===== src/rtl/dlfloat_pkg.sv =====
// Shared DLFloat16 definitions: field widths, special encodings, flag indices
// and the result/state types used by the rounding output stage.
package dlfloat_pkg;

   localparam int EXP_W      = 6;
   localparam int MANT_W     = 9;
   localparam int EXT_W      = 4;
   localparam int MAG_W      = EXP_W + MANT_W;
   localparam int DATA_W     = 1 + MAG_W;
   localparam int EXT_DATA_W = DATA_W + EXT_W;
   localparam int FLAG_W     = 5;

   localparam logic [DATA_W-1:0] POS_INF  = 16'h7FFF;
   localparam logic [DATA_W-1:0] NEG_INF  = 16'hFFFF;
   localparam logic [DATA_W-1:0] NEG_ZERO = 16'h8000;
   localparam logic [MAG_W-1:0]  MAG_MAX  = 15'h7FFF;

   localparam int FLG_INVALID   = 4;
   localparam int FLG_INEXACT   = 3;
   localparam int FLG_OVERFLOW  = 2;
   localparam int FLG_UNDERFLOW = 1;
   localparam int FLG_DIVZ      = 0;

   typedef enum logic [1:0] {
      ST_EMPTY = 2'd0,
      ST_ONE   = 2'd1,
      ST_TWO   = 2'd2
   } skid_state_t;

   typedef struct packed {
      logic [DATA_W-1:0] data;
      logic [FLAG_W-1:0] flags;
   } result_t;

endpackage


===== src/rtl/dlfloat_rne_round.sv =====
// Combinational round-to-nearest-even from the 20-bit extended DLFloat16 result
// to 16 bits, merging inexact/overflow into the exception vector.
module dlfloat_rne_round
   import dlfloat_pkg::*;
(
   input  logic [EXT_DATA_W-1:0] in_data,
   input  logic [FLAG_W-1:0]     in_flags,
   output logic [DATA_W-1:0]     out_data,
   output logic [FLAG_W-1:0]     out_flags
);

   function automatic logic rne_up(input logic lsb, input logic guard, input logic [2:0] rest);
      return guard & ((|rest) | lsb);
   endfunction

   logic [MAG_W-1:0] mag;
   logic [EXT_W-1:0] ext;
   logic [MAG_W-1:0] rounded;
   logic             special;
   logic             zero;
   logic             up;

   assign mag     = in_data[EXT_DATA_W-2:EXT_W];
   assign ext     = in_data[EXT_W-1:0];
   assign special = (mag == MAG_MAX);
   assign zero    = (in_data[EXT_DATA_W-2:0] == '0);
   assign up      = rne_up(in_data[EXT_W], ext[3], ext[2:0]);
   // Cannot wrap: the only magnitude that would carry out is the special one.
   assign rounded = mag + {{(MAG_W-1){1'b0}}, up};

   always_comb begin
      out_data  = in_data[EXT_DATA_W-1:EXT_W];
      out_flags = in_flags;
      if (!special && !zero) begin
         out_data               = {in_data[EXT_DATA_W-1], rounded};
         out_flags[FLG_INEXACT] = in_flags[FLG_INEXACT] | (|ext);
         if (rounded == MAG_MAX)
            out_flags[FLG_OVERFLOW] = 1'b1;
      end
   end

endmodule


===== src/rtl/dlfloat_round_stage.sv =====
// DLFloat16 output stage: RNE rounding, two-entry skid pipeline with a
// registered in_ready, and a software-clearable sticky copy of delivered flags.
module dlfloat_round_stage
   import dlfloat_pkg::*;
(
   input  logic                  clk,
   input  logic                  rst_n,
   input  logic                  in_valid,
   output logic                  in_ready,
   input  logic [EXT_DATA_W-1:0] in_data,
   input  logic [FLAG_W-1:0]     in_flags,
   output logic                  out_valid,
   input  logic                  out_ready,
   output logic [DATA_W-1:0]     out_data,
   output logic [FLAG_W-1:0]     out_flags,
   output logic [FLAG_W-1:0]     sticky_flags,
   input  logic                  flag_clr
);

   skid_state_t state;
   skid_state_t state_next;
   result_t     res_p0;
   result_t     out_p1;
   result_t     skid_p1;
   logic        accept;
   logic        drain;

   // Stage 0: combinational rounding on the input side
   dlfloat_rne_round u_round (
      .in_data   (in_data),
      .in_flags  (in_flags),
      .out_data  (res_p0.data),
      .out_flags (res_p0.flags)
   );

   assign accept = in_valid & in_ready;
   assign drain  = out_valid & out_ready;

   always_ff @(posedge clk or negedge rst_n) begin
      if (!rst_n) begin
         state    <= ST_EMPTY;
         in_ready <= 1'b0;
      end else begin
         state    <= state_next;
         in_ready <= (state_next != ST_TWO);
      end
   end

   always_comb begin
      state_next = state;
      case (state)
         ST_EMPTY: if (accept) state_next = ST_ONE;
         ST_ONE: begin
            if (accept && !drain)      state_next = ST_TWO;
            else if (!accept && drain) state_next = ST_EMPTY;
         end
         ST_TWO:   if (drain) state_next = ST_ONE;
         default:  state_next = ST_EMPTY;
      endcase
   end

   always_comb begin
      out_valid = (state != ST_EMPTY);
      out_data  = out_p1.data;
      out_flags = out_p1.flags;
   end

   // Stage 1: output and skid registers
   always_ff @(posedge clk or negedge rst_n) begin
      if (!rst_n)
         out_p1 <= '0;
      else if ((state == ST_EMPTY && accept) || (state == ST_ONE && accept && drain))
         out_p1 <= res_p0;
      else if (state == ST_TWO && drain)
         out_p1 <= skid_p1;
   end

   always_ff @(posedge clk) begin
      if (state == ST_ONE && accept && !drain)
         skid_p1 <= res_p0;
   end

   // A clear coinciding with a handshake keeps only the flags delivered now.
   always_ff @(posedge clk or negedge rst_n) begin
      if (!rst_n)
         sticky_flags <= '0;
      else if (flag_clr)
         sticky_flags <= drain ? out_flags : '0;
      else if (drain)
         sticky_flags <= sticky_flags | out_flags;
   end

endmodule


===== config.mk =====
export PLATFORM = sky130hd
export DESIGN_NAME = dlfloat_round_stage
export DESIGN_NICKNAME = d
export VERILOG_FILES = /design/src/rtl/dlfloat_pkg.sv /design/src/rtl/dlfloat_rne_round.sv /design/src/rtl/dlfloat_round_stage.sv
export SDC_FILE = /design/constraint.sdc
export NUM_CORES = 1
export LEC_CHECK = 0
export ABC_AREA = 1
export BUFFER_PORTS_ARGS = -buffer_cell sky130_fd_sc_hd__buf_2
export CORE_UTILIZATION = 35
export DETAILED_ROUTE_END_ITERATION = 7
export RECOVER_POWER = 50
export SLEW_MARGIN = 20
export SYNTH_ARGS = -nofsm -noshare
export SYNTH_HDL_FRONTEND = slang
export SYNTH_HIERARCHICAL = 1
export SYNTH_SLANG_ARGS = --single-unit

===== constraint.sdc =====
create_clock -name clk -period 2.3 [get_ports clk]
set_input_delay 0.46 -clock clk [delete_from_list [all_inputs] [get_ports clk]]
set_output_delay 0.46 -clock clk [all_outputs]
set_load 0.02 [all_outputs]

==> qor.txt, run 1 <==
Hold-fix buffers at CTS - 0
Setup ws final - 0.565 ns
Via density per instance - 4.82
Outcome - finished, violations left
Reg-to-reg endpoint - out_flags[4]
DR iter-0 viols - 140
Largest net degree at the start of global routing - 44
Pre-antenna DRT Iters - 4
Async set or reset register ratio after synthesis - 0.580
Drt drc - 0
Number of synthesized flops with an enable pin - 21
Slowest CP cell - ha_1
Total clock sinks - 50
HPWL Detailed - 4690 um
Dpl ws - 0.233 ns
Yosys warning count - 6
Antenna violations before repair - 0
CP startpoint - in_data[4]
Max Clk Rate - 0.576 GHz
Cell Chain, Critical Path - buf_2 > nand2_2 > inv_1 > ha_1 > inv_1 > nor2_4 > nand2_1 > nand2_1 > nand2_1 > nor2_1 > nand4_1 > o21bai_2 > nand3b_1 > nand2_1 > nand2_1
WP data required - 2.54 ns
Leakage dissipation - 1.61 nW
Die X - 95.4 um
Net Sw Frac - 0.404
CTS resizes - 0
Core utilization of the finished layout - 0.411
Routed WL - 6560 um
Worst Hold Class - input pin to flip-flop
Initial Util - 0.366
CP startpoint kind - input pin
Min cycle time layout - 1.74 ns
Synthesized flop and latch total - 50
Post-DRT Antenna Nets - 0
Die height - 95.4 um
Worst setup path endpoint - out_flags[2]
Global Route Usage Sum - 0.153
Synth Cell Area - 3060 sq um
WL met3 - 285 um
Maximum vdd drop - 0.000242 V
I/O pin total - 58
Met2 WL - 2990 um
Grt ovf - 0
Core ar. - 8340 sq um
H-Tree Depth - 2
Top layer in use - met4
Tightest Pin Transition - 1.62 ns
Post-Syn Nets - 407
Power Density - 828 nW/um^2
First-pass GRT wire length - 10800 um
Fin crit share - 0.754
PortBufs - 57
Max-slew headroom - -0.0796
Tot Pwr - 2.84 mW
P_int - 1.69 mW
Critical Path AT - 1.98 ns
Clock power frac - 0.176
Most used cell along the critical path - nand2_1
Seq pwr share - 0.457
Ys flop type - dfrtp_1
Final setup fails - 0
Flop-to-flop setup slack - 0.86 ns
Sequential-to-total area share from yosys stat - 0.444
# diodes - 0
Clock Tree Root - clkbuf_8
Comb power frac - 0.367
CTS tree - yes
Met1 wire length - 3200 um
Slowest stage delay, CP - 0.17 ns
Net Switching - 1.15 mW
Setup bufs post-CTS - 0
Num CTS Buffers - 5
Die area - 9110 sq um
Synth Instances - 375
CP Class - input pin to flip-flop
Clock latency at the later pin of the worst-skew pair - 0.30 ns
CP Max Fanout - 5
GP Congestion - 0.812
Failing checks - max-capacitance violations, max-slew violations
Setup TNS - 0 ns
FF-to-FF Start - state[1]
Max-slew violations - 30
Number of global-route vias before repair - 2332
Max Buffers Root-to-Sink - 2
Final hold slack - 0.341 ns
Max Cap Viol - 1
RSZ-0062 raised after global routing - false
Vias - 2565
Path depth of the worst reg2reg path - 5
Layout cells sized above 1 - 0.199
Routed len/inst - 12.3 um
Area Overhead vs Synth - 12.1%
Hold Vio Cnt, Final - 0
Critical Path End Type - flip-flop
# nets final - 458
CTS clk-pin slew, worst paths - 0.09 ns
Placement row count - 33
Clk_skew - 0.00948 ns
Syn avg cell area - 8.15 sq um
Distinct cells, synth - 30
-- per-layer routing --
| layer | up-vias | global-route usage |
|---|---|---|
| li1 | 1305 | - |
| met3 | 6 | 0.0231 |
| met2 | 59 | 0.256 |
| met4 | 0 | 0.0485 |
| met1 | 1195 | 0.202 |
| met5 | - | 0 |
-- per-stage QoR --
step / instance area (sq um) / instances
floorplan: 3060 / 375
global placement: 3370 / 524
detailed placement: 3370 / 524
CTS: 3460 / 532
global route: 3430 / 532
finish: 3430 / 532
-- worst min path at each step --
stage                       to  slack, ns         from  cells past startpoint
2_1_floorplan         in_ready       0.16        rst_n                      0
3_3_place_gp       out_data[6]       0.49  out_data[6]                      2
3_5_place_dp       out_data[7]       0.49  out_data[7]                      2
4_1_cts        sticky_flags[4]       0.20        rst_n                      1
5_1_grt             skid_p1[1]       0.32  in_flags[1]                      1
6_report            skid_p1[1]       0.34  in_flags[1]                      1
-- cells in the mapped netlist (6+ instances only) --
cell type / count / area (sq um)
o21ai_0: 10 / 50.1
nand4_1: 6 / 37.5
buf_2: 6 / 30.0
edfxtp_1: 21 / 631
nand3_1: 37 / 185
buf_4: 6 / 45.0
dfrtp_1: 29 / 726
nand2_1: 99 / 372
o21ai_2: 18 / 158
nor2_1: 26 / 97.6
inv_1: 48 / 180
nand3b_1: 22 / 165
nand2_2: 7 / 43.8
-- critical path, delay by kind of cell --
family / cells / cell delay (ns)
fa+ha+maj: 1 / 0.17
simple gates: 10 / 0.90
compound gates: 1 / 0.16
buf+inv: 3 / 0.29
-- power groups by stage --
stage,Clock (mW),Sequential [mW],Combinational [mW]
4_1_cts,0.522,1.29,1.11
3_3_place_gp,0,1.31,1.09
2_1_floorplan,0,1.54,0.520
6_report,0.501,1.30,1.04
3_5_place_dp,0,1.32,1.11
5_1_grt,0.553,1.33,1.16
-- cell usage in the layout (no fill, tap or decap), types with 3 or more instances in the layout --
master	Yosys	layout
buf_4	6	5
nand3b_1	22	22
edfxtp_1	21	21
inv_2	3	3
o21ai_2	18	18
o21ai_0	10	15
nor2_2	4	4
dfrtp_1	29	29
buf_2	6	31
clkbuf_1	1	28
nor2_1	26	26
nand3_1	37	37
inv_1	48	48
nor2_4	5	5
nand4_1	6	6
clkbuf_8	0	5
a21oi_1	3	3
nand2_2	7	7
nand2_1	99	99
-- cell families after synthesis --
family	after synthesis	synth area share
adders and majority gates	2	0.00819
buffers and inverters	69	0.107
xor gates and xnor gates	2	0.00573
DFF	50	0.444
and+or+nand+nor	211	0.342
AOI/OAI and AO/OA	41	0.0938
-- final cells by class --
class                      count  area, sq um
sequential                    50         1360
fill                         889         4910
clock inverter                 1         7.51
clock buffer                   7         76.3
inverter                      51          191
timing repair buffer          62          290
multi-input combinational    256         1370
tap                          105          131
-- sequential cells by signal, indices dropped and copies added (netlist names) --
register and cells:
in_ready 1, skid_p1 21, out_flags 5, out_data 16, state 2, sticky_flags 5
Power figures use the tool's default switching activity.
==> run 2, diff against run 1 <==
clock period = 1.71 ns   (was 2.3 ns; I/O delays follow)
==> run 2 against run 1 <==
Against the previous run:
- the flow now finishes without violations
- non-clock buffer count rose by 27
- sequential power rose by 35%
- worst setup slack got worse by 0.46 ns
- sequential share of layout area fell by 2.7 points
- first-iteration DRC count rose by 36%
- design area rose by 7.4%
- worst hold slack got worse by 0.25 ns
- critical path type is now flip-flop to primary output
- largest power group unchanged
==> qor.txt, run 2 (synthesis gave the netlist of run 1 again) <==
Outcome - completed (was finished, violations left)
Max-slew headroom - 0.501 (was -0.0796)
DR iter-0 viols - 191 (was 140)
CP Class - flip-flop to primary output (was input pin to flip-flop)
Post-DRT Antenna Nets - 0 (unchanged)
H-Tree Depth - 2 (unchanged)
Power Density - 1060 nW/um^2 (was 828 nW/um^2)
HPWL Detailed - 5040 um (was 4690 um)
Total clock sinks - 50 (unchanged)
Tightest Pin Transition - 0.749 ns (was 1.62 ns)
Area taken by multi-input logic gates - 1380 sq um (was 1370 sq um)
Placement row count - 33 (unchanged)
Num CTS Buffers - 5 (unchanged)
Area Overhead vs Synth - 20.4% (was 12.1%)
Placed cell area - 3620 sq um (was 3370 sq um)
Worst Hold Class - input pin to asynchronous set/reset pin (was input pin to flip-flop)
Clk_skew - 0.0145 ns (was 0.00948 ns)
Final setup fails - 0 (unchanged)
Via density per instance - 4.69 (was 4.82)
Drt drc - 0 (unchanged)
Register Area - 1360 sq um (unchanged)
Min cycle time layout - 1.60 ns
Layout cells sized above 1 - 0.264 (was 0.199)
CTS resizes - 0 (unchanged)
Clock latency at the later pin of the worst-skew pair - 0.31 ns (was 0.30 ns)
M3 GR Usage - 0.0215 (was 0.0231)
Most frequent cells in the layout - 99 x nand2_1, 47 x inv_1, 37 x nand3_1 (was 99 x nand2_1, 48 x inv_1, 37 x nand3_1)
Core utilization of the finished layout - 0.441 (was 0.411)
# nets final - 485 (was 458)
Die height - 95.4 um (unchanged)
Met2 usage - 0.285 (was 0.256)
PortBufs - 57 (unchanged)
Top reg by flops - skid_p1 (unchanged)
Cell area after layout - 3680 sq um (was 3430 sq um)
WP data required - 1.37 ns (was 2.54 ns)
Die X - 95.4 um (unchanged)
Commonest non-fill, non-tap cell in the layout - nand2_1 (unchanged)
Number of global-route vias before repair - 2492 (was 2332)
Grt ovf - 0 (unchanged)
Pre-antenna DRT Iters - 4 (unchanged)
Met1 Use GR - 0.207 (was 0.202)
Clock Tree Root - clkbuf_8 (unchanged)
CTS tree - yes (unchanged)
Leakage dissipation - 1.76 nW (was 1.61 nW)
Max Buffers Root-to-Sink - 2 (unchanged)
Global Route Usage Sum - 0.163 (was 0.153)
Placed cell count - 551 (was 524)
Max FFs per register - 21 (unchanged)
CP startpoint kind - flip-flop (was input pin)
Critical Path End Type - primary output (was flip-flop)
Hold-fix buffers at CTS - 0 (unchanged)
Routed WL - 6760 um (was 6560 um)
Core ar. - 8340 sq um (unchanged)
CP Max Fanout - 6 (was 5)
CTS clk-pin slew, worst paths - 0.10 ns (was 0.09 ns)
Critical Path AT - 1.26 ns (was 1.98 ns)
Routed len/inst - 12.1 um (was 12.3 um)
Setup bufs post-CTS - 0 (unchanged)
Max Cap Viol - 0 (was 1)
Tot Pwr - 3.91 mW (was 2.84 mW)
Die area - 9110 sq um (unchanged)
Hold Vio Cnt, Final - 0 (unchanged)
Vias - 2619 (was 2565)
Finished Layout Cells - 559 (was 532)
Fin crit share - 0.937
Largest net degree at the start of global routing - 44 (unchanged)
Grt peak-use layer - met2 (unchanged)
I/O pin total - 58 (unchanged)
Filler instances - 876 (was 889)
# diodes - 0 (unchanged)
Max-slew violations - 0 (was 30)
Antenna violations before repair - 0 (unchanged)
Maximum vdd drop - 0.000314 V (was 0.000242 V)
Max Clk Rate - 0.624 GHz
First-pass GRT wire length - 11500 um (was 10800 um)
GP Congestion - 0.800 (was 0.812)
Initial Util - 0.366 (unchanged)
## run 2: cell types whose count changed in the layout (fill, tap and decap cells not counted), sizes merged
cell | before | now
clkbuf | 33 | 30
buf | 36 | 66
## run 2: layer usage
| metal | share of wire | up-vias | wire [um] |
|---|---|---|---|
| li1 | - | 1363 | - |
| met1 | 0.49 | 1194 | 3290 |
| met2 | 0.47 | 57 | 3150 |
| met3 | 0.036 | 5 | 243 |
| met4 | 0.011 | 0 | 74 |
| met5 | 0 | - | 0 |
## run 2: worst paths after layout
check | to | slack [ns] | startpoint | cells after the start
max in group asynchronous | state[1] | 1.14 | rst_n | 1
max | out_valid | 0.11 | state[1] | 3
max reg2reg | out_data[1] | 0.34 | state[0] | 6
min | out_data[11] | 0.09 | rst_n | 1
min reg2reg | out_data[7] | 0.51 | out_data[7] | 2
min in group clk | skid_p1[0] | 0.23 | in_flags[0] | 1
## run 2: final cells by class
type                       instances  share of cell area
multi-input combinational        256               0.375
clock buffer                       7              0.0207
timing repair buffer              89               0.146
inverter                          51              0.0520
sequential                        50               0.369
clock inverter                     1             0.00204
tap                              105              0.0357
## run 2: critical path: stages (launching register included)
cell and delay [ns]:
dfrtp_1 0.48, inv_1 0.11, nand2_1 0.18, buf_2 0.20
## run 2: metrics by stage
step | setup WS (ns) | hold slack [ns] | TNS (ns)
6_report | 0.107 | 0.0894 | 0
5_1_grt | -0.000915 | 0.147 | -0.000915
4_1_cts | 0.0953 | 0.0858 | 0
3_5_place_dp | -0.170 | 0.425 | -0.873
3_3_place_gp | -0.118 | 0.413 | -0.468
2_1_floorplan | 0.0843 | 0.0464 | 0
## run 2: where the power goes
group	leakage, nW	internal, mW	switching (mW)
combinational	1.19	0.497	0.987
sequential	0.531	1.56	0.186
clock	0.0385	0.291	0.391
